`config.mk`:
```
export PLATFORM = sky130hd
export DESIGN_NAME = csr_access_ctrl
export DESIGN_NICKNAME = d
export VERILOG_FILES = /design/src/rtl/csr_access_ctrl.sv
export SDC_FILE = /design/constraint.sdc
export NUM_CORES = 1
export LEC_CHECK = 0
export ABC_AREA = 1
export CORE_MARGIN = 5
export CORE_UTILIZATION = 55
export CTS_BUF_LIST = sky130_fd_sc_hd__clkbuf_2
export DETAILED_ROUTE_END_ITERATION = 10
export PLACE_DENSITY = 0.82
export SYNTH_ARGS = -nofsm -noshare
export SYNTH_HDL_FRONTEND = slang
export SYNTH_SLANG_ARGS = --single-unit
```
`constraint.sdc`:
```
create_clock -name clk -period 4.6 [get_ports clk]
set_input_delay 0.46 -clock clk [delete_from_list [all_inputs] [get_ports clk]]
set_output_delay 0.46 -clock clk [all_outputs]
set_load 0.01 [all_outputs]
```
`src/rtl/csr_access_ctrl.sv`:
```
// Zicsr access sequencer: decodes CSR addresses, reads the cycle/instret counters,
// owns mscratch/mepc/mtvec and performs each read-modify-write as IDLE -> READ -> WRITE.
module csr_access_ctrl #(
    parameter logic [31:0] MTVEC_RESET    = 32'h0000_0000,
    parameter logic [31:0] MSCRATCH_RESET = 32'h0000_0000
) (
    input  logic        clk,
    input  logic        rst,
    input  logic        req_valid,
    output logic        req_ready,
    input  logic [11:0] req_addr,
    input  logic [1:0]  req_op,
    input  logic [31:0] req_wdata,
    input  logic        req_wr_kill,
    input  logic        flush,
    output logic        busy,
    output logic        rsp_valid,
    output logic [31:0] rsp_rdata,
    output logic        rsp_illegal,
    output logic        cyc_r_en,
    output logic        cyc_r_pos,
    input  logic [31:0] cyc_rdata,
    output logic        inst_r_en,
    output logic        inst_r_pos,
    input  logic [31:0] inst_rdata
);

    typedef enum logic [1:0] {S_IDLE, S_READ, S_WRITE} state_e;

    localparam logic [11:0] A_CYCLE    = 12'hC00;
    localparam logic [11:0] A_CYCLEH   = 12'hC80;
    localparam logic [11:0] A_INSTRET  = 12'hC02;
    localparam logic [11:0] A_INSTRETH = 12'hC82;
    localparam logic [11:0] A_MSCRATCH = 12'h340;
    localparam logic [11:0] A_MEPC     = 12'h341;
    localparam logic [11:0] A_MTVEC    = 12'h305;

    localparam logic [1:0] OP_RW = 2'b01;
    localparam logic [1:0] OP_RS = 2'b10;
    localparam logic [1:0] OP_RC = 2'b11;

    state_e      state_q, state_d;
    logic [11:0] addr_q, addr_d;
    logic [1:0]  op_q, op_d;
    logic [31:0] wdata_q, wdata_d;
    logic        kill_q, kill_d;
    logic [31:0] old_q, old_d;
    logic        illegal_q, illegal_d;
    logic [31:0] mscratch_q, mscratch_d;
    logic [31:0] mepc_q, mepc_d;
    logic [31:0] mtvec_q, mtvec_d;
    logic [31:0] rsp_rdata_q, rsp_rdata_d;
    logic        rsp_illegal_q, rsp_illegal_d;

    logic        is_cyc, is_inst, is_ro, is_rw, wr_req, illegal_dec;
    logic        accept, commit;
    logic [31:0] read_val, new_val;

    // Decode of the latched request; valid throughout READ and WRITE.
    always_comb begin
        is_cyc      = (addr_q == A_CYCLE) || (addr_q == A_CYCLEH);
        is_inst     = (addr_q == A_INSTRET) || (addr_q == A_INSTRETH);
        is_ro       = is_cyc || is_inst;
        is_rw       = (addr_q == A_MSCRATCH) || (addr_q == A_MEPC) || (addr_q == A_MTVEC);
        wr_req      = (op_q == OP_RW) || !kill_q;
        illegal_dec = (op_q == 2'b00) || !(is_ro || is_rw) || (is_ro && wr_req);
    end

    assign req_ready  = (state_q == S_IDLE);
    assign busy       = (state_q != S_IDLE);
    assign cyc_r_en   = (state_q == S_READ) && is_cyc && !illegal_dec;
    assign cyc_r_pos  = cyc_r_en && addr_q[7];
    assign inst_r_en  = (state_q == S_READ) && is_inst && !illegal_dec;
    assign inst_r_pos = inst_r_en && addr_q[7];

    assign accept    = (state_q == S_IDLE) && req_valid && !flush;
    assign rsp_valid = (state_q == S_WRITE) && !flush;
    assign commit    = rsp_valid && !illegal_q && wr_req && is_rw;
    assign rsp_rdata   = rsp_valid ? old_q : rsp_rdata_q;
    assign rsp_illegal = rsp_valid ? illegal_q : rsp_illegal_q;

    always_comb begin
        read_val = 32'h0;
        if (!illegal_dec) begin
            case (addr_q)
                A_CYCLE, A_CYCLEH:     read_val = cyc_rdata;
                A_INSTRET, A_INSTRETH: read_val = inst_rdata;
                A_MSCRATCH:            read_val = mscratch_q;
                A_MEPC:                read_val = mepc_q;
                A_MTVEC:               read_val = mtvec_q;
                default:               read_val = 32'h0;
            endcase
        end
    end

    always_comb begin
        case (op_q)
            OP_RW:   new_val = wdata_q;
            OP_RS:   new_val = old_q | wdata_q;
            OP_RC:   new_val = old_q & ~wdata_q;
            default: new_val = old_q;
        endcase
    end

    always_comb begin
        state_d       = state_q;
        addr_d        = addr_q;
        op_d          = op_q;
        wdata_d       = wdata_q;
        kill_d        = kill_q;
        old_d         = old_q;
        illegal_d     = illegal_q;
        mscratch_d    = mscratch_q;
        mepc_d        = mepc_q;
        mtvec_d       = mtvec_q;
        rsp_rdata_d   = rsp_rdata_q;
        rsp_illegal_d = rsp_illegal_q;
        case (state_q)
            S_IDLE: begin
                if (accept) begin
                    state_d = S_READ;
                    addr_d  = req_addr;
                    op_d    = req_op;
                    wdata_d = req_wdata;
                    kill_d  = req_wr_kill;
                end
            end
            S_READ: begin
                state_d   = flush ? S_IDLE : S_WRITE;
                old_d     = read_val;
                illegal_d = illegal_dec;
            end
            S_WRITE: begin
                state_d = S_IDLE;
                if (rsp_valid) begin
                    rsp_rdata_d   = old_q;
                    rsp_illegal_d = illegal_q;
                end
            end
            default: state_d = S_IDLE;
        endcase
        // mepc is word aligned; mtvec bit 1 is fixed so only modes 0/1 exist.
        if (commit) begin
            case (addr_q)
                A_MSCRATCH: mscratch_d = new_val;
                A_MEPC:     mepc_d     = {new_val[31:2], 2'b00};
                A_MTVEC:    mtvec_d    = {new_val[31:2], 1'b0, new_val[0]};
                default:    mscratch_d = mscratch_q;
            endcase
        end
    end

    always_ff @(posedge clk or posedge rst) begin
        if (rst) begin
            state_q       <= S_IDLE;
            mscratch_q    <= MSCRATCH_RESET;
            mepc_q        <= 32'h0;
            mtvec_q       <= MTVEC_RESET;
            rsp_rdata_q   <= 32'h0;
            rsp_illegal_q <= 1'b0;
        end else begin
            state_q       <= state_d;
            mscratch_q    <= mscratch_d;
            mepc_q        <= mepc_d;
            mtvec_q       <= mtvec_d;
            rsp_rdata_q   <= rsp_rdata_d;
            rsp_illegal_q <= rsp_illegal_d;
        end
    end

    // Request operands are only meaningful while busy, so they carry no reset.
    always_ff @(posedge clk) begin
        addr_q    <= addr_d;
        op_q      <= op_d;
        wdata_q   <= wdata_d;
        kill_q    <= kill_d;
        old_q     <= old_d;
        illegal_q <= illegal_d;
    end

endmodule
```
==> metrics.md, run 1 <==
| Metric | Value |
|---|---|
| Outcome | `finished, final reports clean` |
| DRC Markers | `0` |
| Clk pin slew, worst setup/hold paths | `0.12 ns` |
| Clk_skew | `0.0444 ns` |
| Pleak | `5.35 nW` |
| Initial antenna violation count | `1` |
| CTS tree | `built` |
| Top post-synthesis cells by area | `dfrtp_1, edfxtp_1, nand2_1` |
| Multi-input logic area | `3260 um^2` |
| Hold Vio Cnt, Final | `0` |
| Core Area | `17100 um^2` |
| Vias in the first global route | `8206` |
| PortBufs | `154` |
| Mapped Avg Cell Area | `8.77 um^2` |
| Ports | `155` |
| DIE AREA | `19900 um^2` |
| DP HPWL | `15000 um` |
| Clk pwr share | `32.8%` |
| Fillcell total | `1389` |
| Top layer in use | `met4` |
| Largest net degree at the start of global routing | `105` |
| Die Ht | `141 um` |
| Register area | `5610 um^2` |
| Total wire length | `24200 um` |
| Routed vias | `8100` |
| CP Capture Type | `primary output` |
| Hold_buf cts | `0` |
| Combinational Power Share | `14.6%` |
| Fin crit share | `89.4%` |
| Total of max-cap violations | `0` |
| First-pass GRT wire length | `39600 um` |
| Data arrival, critical path | `3.65 ns` |
| Synth cell count leaders | `nand2_1, nand3_1, dfrtp_1` |
| CTS root buf | `clkbuf_2` |
| Postcts setup bufs | `0` |
| Post-synthesis cell count | `1079` |
| Clock Latency Late Sink | `0.82 ns` |
| Seq cells post-synth | `208` |
| # clock sinks | `208` |
| Layout net count | `1352` |
| Ys flop type | `dfrtp_1` |
| Pwr Density | `339 nW/um^2` |
| Post-synth net total | `1194` |
| Setup Viol. Count Final | `0` |
| P&R area growth vs syn | `22.9%` |
| Worst setup path startpoint | `state_q[0]` |
| Sw Share | `26.8%` |
| Hold Crit Start | `req_wdata[10]` |
| Met2 WL | `11800 um` |
| Worst setup margin | `0.486 ns` |
| Synthesis Warnings | `0` |
| Area leader, netlist | `dfrtp_1` |
| Sequential share of the synthesized area | `59.2%` |
| Post-CTS sizing | `0` |
| Hold Crit Class | `in2reg` |
| Post-synth EDFFs | `80` |
| Max-slew headroom | `19.1%` |
| All-Layer GR Usage | `24.7%` |
| WL/cell | `16.1 um` |
| RR Startpoint | `op_q[1]` |
| Iteration-0 DRC Markers | `758` |
| Chip width | `141 um` |
| Max Clk Rate | `243 MHz` |
| Most common cell in the netlist | `nand2_1` |
| Seq pwr share | `52.7%` |
| Clock Path Buffers | `3` |
| Slew Viols, Final | `0` |
| H-Tree Depth | `2` |
| WHS | `0.187 ns` |
| Setup Slack @ Placement | `0.555 ns` |
| Worst Tran Pin Value | `1.21 ns` |
| Starting Density | `55.3%` |
| Met3 routed WL | `1940 um` |
| Peak supply drop | `195 uV` |
| Sw Pwr | `1.06 mW` |
| Fin crit period | `4.11 ns` |
| RSZ-0062 raised after global routing | `no` |
| Total congestion overflow | `0` |
| WS Path Type | `reg2out` |
| Count of different cell masters after synthesis | `24` |
| Fraction of layout cells with a size suffix above 1 | `9.31%` |
| Vias per cell | `5.39` |
| Post-DRT Antenna Nets | `0` |
| Crit path launch type | `flop` |
| Yosys top cell area share | `33.9%` |
| Worst Path Max Fanout | `34` |
| Int Pwr | `2.89 mW` |
| Metal-1 WL | `9900 um` |
| Fin Setup TNS | `0 ns` |
| GPL Wtd Cong | `0.822` |
| Worst EP required | `4.14 ns` |
| Cell Area, Synth | `9460 um^2` |
| Row Count | `48` |
| Pre-antenna DRT Iters | `6` |
| Inserted Clock Buffers | `49` |
| Async SR Flop Fraction | `61.5%` |
-- worst max-delay path, cell delays in order (launching register included) --
cell	delay (ns)
dfrtp_1	0.38
nor2_1	0.07
nand2_2	0.33
clkinv_1	1.06
nor2_1	0.46
nor2_1	0.07
clkdlybuf4s50_1	0.48
-- worst paths after layout --
kind	slack, ns	end	depth (start not counted)
max	0.49	rsp_illegal	6
min	0.19	wdata_q[10]	1
max reg2reg	1.59	mepc_q[21]	9
min reg2reg	0.48	rsp_rdata_q[23]	2
max in group asynchronous	3.41	mscratch_q[15]	3
min in group asynchronous	0.26	rsp_rdata_q[22]	2
-- cell type report --
cell class,count,area share [%]
antenna,1,0.0215
clock buffer,77,3.31
clock inverter,15,0.947
inverter,89,2.92
multi-input combinational,721,28.0
sequential,208,48.2
tap,225,2.42
timing repair buffer,168,14.2
-- layer usage --
layer	global-route usage, %	vias to the layer above
li1	-	3888
met1	32.3	3805
met2	40.6	356
met3	5.19	51
met4	9.43	0
met5	0	-
-- cells by family (layout without fill, tap and decap cells) --
logic type	count (synthesis)	count (layout)	share of synthesized area, %
XOR/XNOR	1	1	0.0926
AND/OR/NAND/NOR	562	562	24.8
other	0	1	0
AO/OA/AOI/OAI	158	158	9.23
buffers and inverters	150	349	6.59
flip-flops	208	208	59.2
-- per-stage QoR --
step,util (%),area (um^2),power (mW),std cells
final,68.0,11600,3.94,1504
after CTS,67.9,11600,3.98,1503
after floorplan,-,9460,2.36,1079
after detailed placement,65.0,11100,2.69,1411
after global placement,65.0,11100,2.68,1411
after global routing,68.0,11600,4.13,1504
-- sequential cells by signal, indices dropped and copies added (netlist names) --
| name | cells |
|---|---|
| kill_q | 1 |
| rsp_illegal_q | 1 |
| mepc_q | 30 |
| mtvec_q | 31 |
| mscratch_q | 32 |
| addr_q | 12 |
| illegal_q | 1 |
| old_q | 32 |
| rsp_rdata_q | 32 |
| op_q | 2 |
| wdata_q | 32 |
| state_q | 2 |
-- cell usage in the layout, fill, tap and decap left out --
cell / netlist / routed
a21oi_1: 31 / 31
and2_1: 1 / 1
buf_4: 3 / 14
bufinv_16: 0 / 2
clkbuf_2: 0 / 77
clkdlybuf4s50_1: 0 / 154
clkinv_1: 1 / 13
clkinv_2: 0 / 1
dfrtp_1: 128 / 128
diode_2: 0 / 1
edfxtp_1: 80 / 80
inv_1: 83 / 81
inv_2: 5 / 6
inv_6: 0 / 1
nand2_1: 296 / 296
nand2_2: 4 / 4
nand3_1: 133 / 133
nand3_2: 3 / 3
nand4_1: 1 / 1
nand4_2: 1 / 1
nor2_1: 116 / 114
nor2_2: 4 / 3
nor2_4: 3 / 6
o211ai_1: 33 / 33
o21ai_0: 40 / 40
o21ai_1: 54 / 54
xnor2_2: 0 / 1
-- power by group through the flow --
stage                     sequential, mW  combinational [mW]  clock, mW
after floorplan                     2.11               0.256          0
after global placement              2.11               0.566          0
after detailed placement            2.12               0.578          0
after CTS                           2.08               0.580       1.32
after global routing                2.09               0.632       1.41
final                               2.08               0.574       1.29
(Power assumes the default switching activity.)
==> run 2, diff against run 1 <==
--- a/config.mk
+++ b/config.mk
@@ -10,7 +10,9 @@
 export CORE_UTILIZATION = 55
 export CTS_BUF_LIST = sky130_fd_sc_hd__clkbuf_2
 export DETAILED_ROUTE_END_ITERATION = 10
+export GPL_TIMING_DRIVEN = 0
 export PLACE_DENSITY = 0.82
+export SETUP_SLACK_MARGIN = 0.4
 export SYNTH_ARGS = -nofsm -noshare
 export SYNTH_HDL_FRONTEND = slang
 export SYNTH_SLANG_ARGS = --single-unit
==> run 2 against run 1 <==
Effect of this change: global-route usage grew 1.2 points; largest cell class unchanged; sequential share of layout area fell by 0.86 points; non-clock buffer count is 50 higher; via count is 2.9% higher; flip-flop and latch count stayed put; combinational power increased by 2%; cell count increased by 3.5%; clock power is essentially flat; critical path type unchanged; clock-buffer cell count increased by 4; wire length increased by 5.5%.
==> metrics.md, run 2 (synthesis results as in run 1) <==
| Metric | Value |
|---|---|
| Post-layout util | `69.2% (+1.2 points)` |
| PortBufs | `154 (unchanged)` |
| # clock sinks | `208 (unchanged)` |
| Fraction of layout cells with a size suffix above 1 | `11.5% (+2.2 points)` |
| Pleak | `5.51 nW (+3.0%)` |
| Clk pin slew, worst setup/hold paths | `0.11 ns (about the same)` |
| Slowest cell on the critical path | `clkbuf_1` |
| WS Path Type | `reg2out` |
| Outcome | `finished, final reports clean` |
| Worst EP required | `4.14 ns (about the same)` |
| Chip width | `141 um (unchanged)` |
| Commonest non-fill, non-tap cell in the layout | `nand2_1` |
| Worst Hold Depth | `1 (unchanged)` |
| WL/cell | `16.4 um (+1.9%)` |
| Total of max-cap violations | `0 (unchanged)` |
| Clock Path Buffers | `3 (unchanged)` |
| Total wire length | `25600 um (+5.5%)` |
| Worst Tran Pin Value | `0.835 ns (-0.371 ns)` |
| Initial antenna violation count | `1 (unchanged)` |
| Worst-path cell chain | `nor2_1 -> nand2_2 -> clkinv_1 -> clkbuf_1 -> nand2_1 -> nand2_1 -> clkdlybuf4s50_1` |
| Vias in the first global route | `8393 (+2.3%)` |
| Postcts setup bufs | `0 (unchanged)` |
| Row Count | `48 (unchanged)` |
| Layout net count | `1405 (+3.9%)` |
| Worst path most repeated cell | `nand2_1` |
| DP HPWL | `17700 um (+18%)` |
| Largest net degree at the start of global routing | `96 (-8.6%)` |
| First-pass GRT wire length | `41300 um (+4.2%)` |
| Total chip power | `3.92 mW (-0.55%)` |
| DIE AREA | `19900 um^2 (unchanged)` |
| Die Ht | `141 um (unchanged)` |
| H-Tree Depth | `2 (unchanged)` |
| Worst R2R Path Depth | `8 (-1)` |
| Pre-antenna DRT Iters | `6 (unchanged)` |
| CP max stage delay | `0.59 ns (-0.47 ns)` |
| Vias per cell | `5.35 (-0.60%)` |
| DRC Markers | `0 (unchanged)` |
| Data arrival, critical path | `3.32 ns (-0.33 ns)` |
| CTS tree | `built` |
| Total congestion overflow | `0 (unchanged)` |
| Routed vias | `8335 (+2.9%)` |
| Peak supply drop | `273 uV (+40%)` |
| Worst Path Max Fanout | `10 (-71%)` |
| CP Capture Type | `primary output` |
| Ports | `155 (unchanged)` |
| CTS root buf | `clkbuf_2` |
| Setup Viol. Count Final | `0 (unchanged)` |
| Clock Latency Late Sink | `0.80 ns (-0.02 ns)` |
| Starting Density | `55.3% (unchanged)` |
| Core Area | `17100 um^2 (unchanged)` |
| Fin crit share | `82.2% (-7.2 points)` |
| Fillcell total | `1368 (-1.5%)` |
| Hold Crit Class | `in2reg` |
| Post-DRT Antenna Nets | `0 (unchanged)` |
| RSZ-0062 raised after global routing | `no` |
| Hold Vio Cnt, Final | `0 (unchanged)` |
| Clk_skew | `0.0525 ns (+0.00810 ns)` |
| Inserted Clock Buffers | `52 (+6.1%)` |
| Slew Viols, Final | `0 (unchanged)` |
| Crit path launch type | `flop` |
| Max Clk Rate | `264 MHz (+8.8%)` |
| Pwr Density | `331 nW/um^2 (-2.3%)` |
| WHS | `0.208 ns (+0.0219 ns)` |
| GPL Wtd Cong | `0.898 (+9.2%)` |
| Iteration-0 DRC Markers | `656 (-13%)` |
| Most frequent cells in the layout | `nand2_1, clkdlybuf4s50_1, nand3_1, dfrtp_1, nor2_1` |
| All-Layer GR Usage | `25.9% (+1.2 points)` |
| Max-slew headroom | `44.3% (+25 points)` |
| P&R area growth vs syn | `25.2%` |
| Fin crit period | `3.78 ns (-0.331 ns)` |
-- run 2: cell types whose count changed in the layout (fill, tap and decap cells not counted), sizes merged --
| cell | delta |
|---|---|
| buf | +36 |
| clkbuf | +17 |
| clkinv | -3 |
| inv | +2 |
| bufinv | -1 |
| diode | +1 |
| dlygate4sd3 | +1 |
-- run 2: final timing paths --
kind                                 start  slack, ns              end
max                             state_q[0]       0.82     rsp_rdata[1]
min                           req_wdata[7]       0.21       wdata_q[7]
max reg2reg                      addr_q[1]       2.55        old_q[30]
min reg2reg                rsp_rdata_q[17]       0.48  rsp_rdata_q[17]
max in group asynchronous              rst       3.24   mscratch_q[26]
min in group asynchronous              rst       0.58  rsp_rdata_q[29]
-- run 2: routing by layer --
metal	wire (um)	global-route usage (%)
met4	882	11.7
met5	0	0
met1	10400	33.4
met2	12100	41.4
met3	2220	6.61
-- run 2: where the power goes --
| group | total (mW) | internal, mW | switching [mW] | leakage, nW |
|---|---|---|---|---|
| clock | 1.26 | 0.521 | 0.739 | 0.379 |
| sequential | 2.07 | 2.04 | 0.0352 | 2.46 |
| combinational | 0.587 | 0.296 | 0.290 | 2.68 |
| total | 3.92 | 2.86 | 1.06 | 5.51 |
-- run 2: final cells by class --
class,count,area (um^2),share of cell area (%)
sequential,208,5610,47.3
multi-input combinational,721,3240,27.4
timing repair buffer,157,1600,13.5
clock buffer,81,405,3.42
inverter,89,339,2.86
buffer,61,289,2.44
tap,225,282,2.38
clock inverter,13,77.6,0.655
antenna,2,5.00,0.0423
-- run 2: what timing repair did --
action                                 in CTS  in global routing
hold buffers                                1                  0
gates resized for setup                     0                  0
endpoints found under the hold margin       2                  0
-- run 2: worst max-delay path, delay by kind of cell (launching register included) --
family                 cells  cell delay [ns]
AND/OR/NAND/NOR            4             0.66
flip-flops                 1             0.40
buffers and inverters      3             1.47
-- run 2: per-stage QoR --
stage               area, um^2  setup TNS, ns  setup WS, ns  instances
floorplan                 9460              0         0.727       1079
global placement         11300        -148.70         -1.17       1458
detailed placement       11300              0          1.10       1460
CTS                      11800              0         0.837       1555
global route             11800              0         0.666       1557
finish                   11800              0         0.817       1557
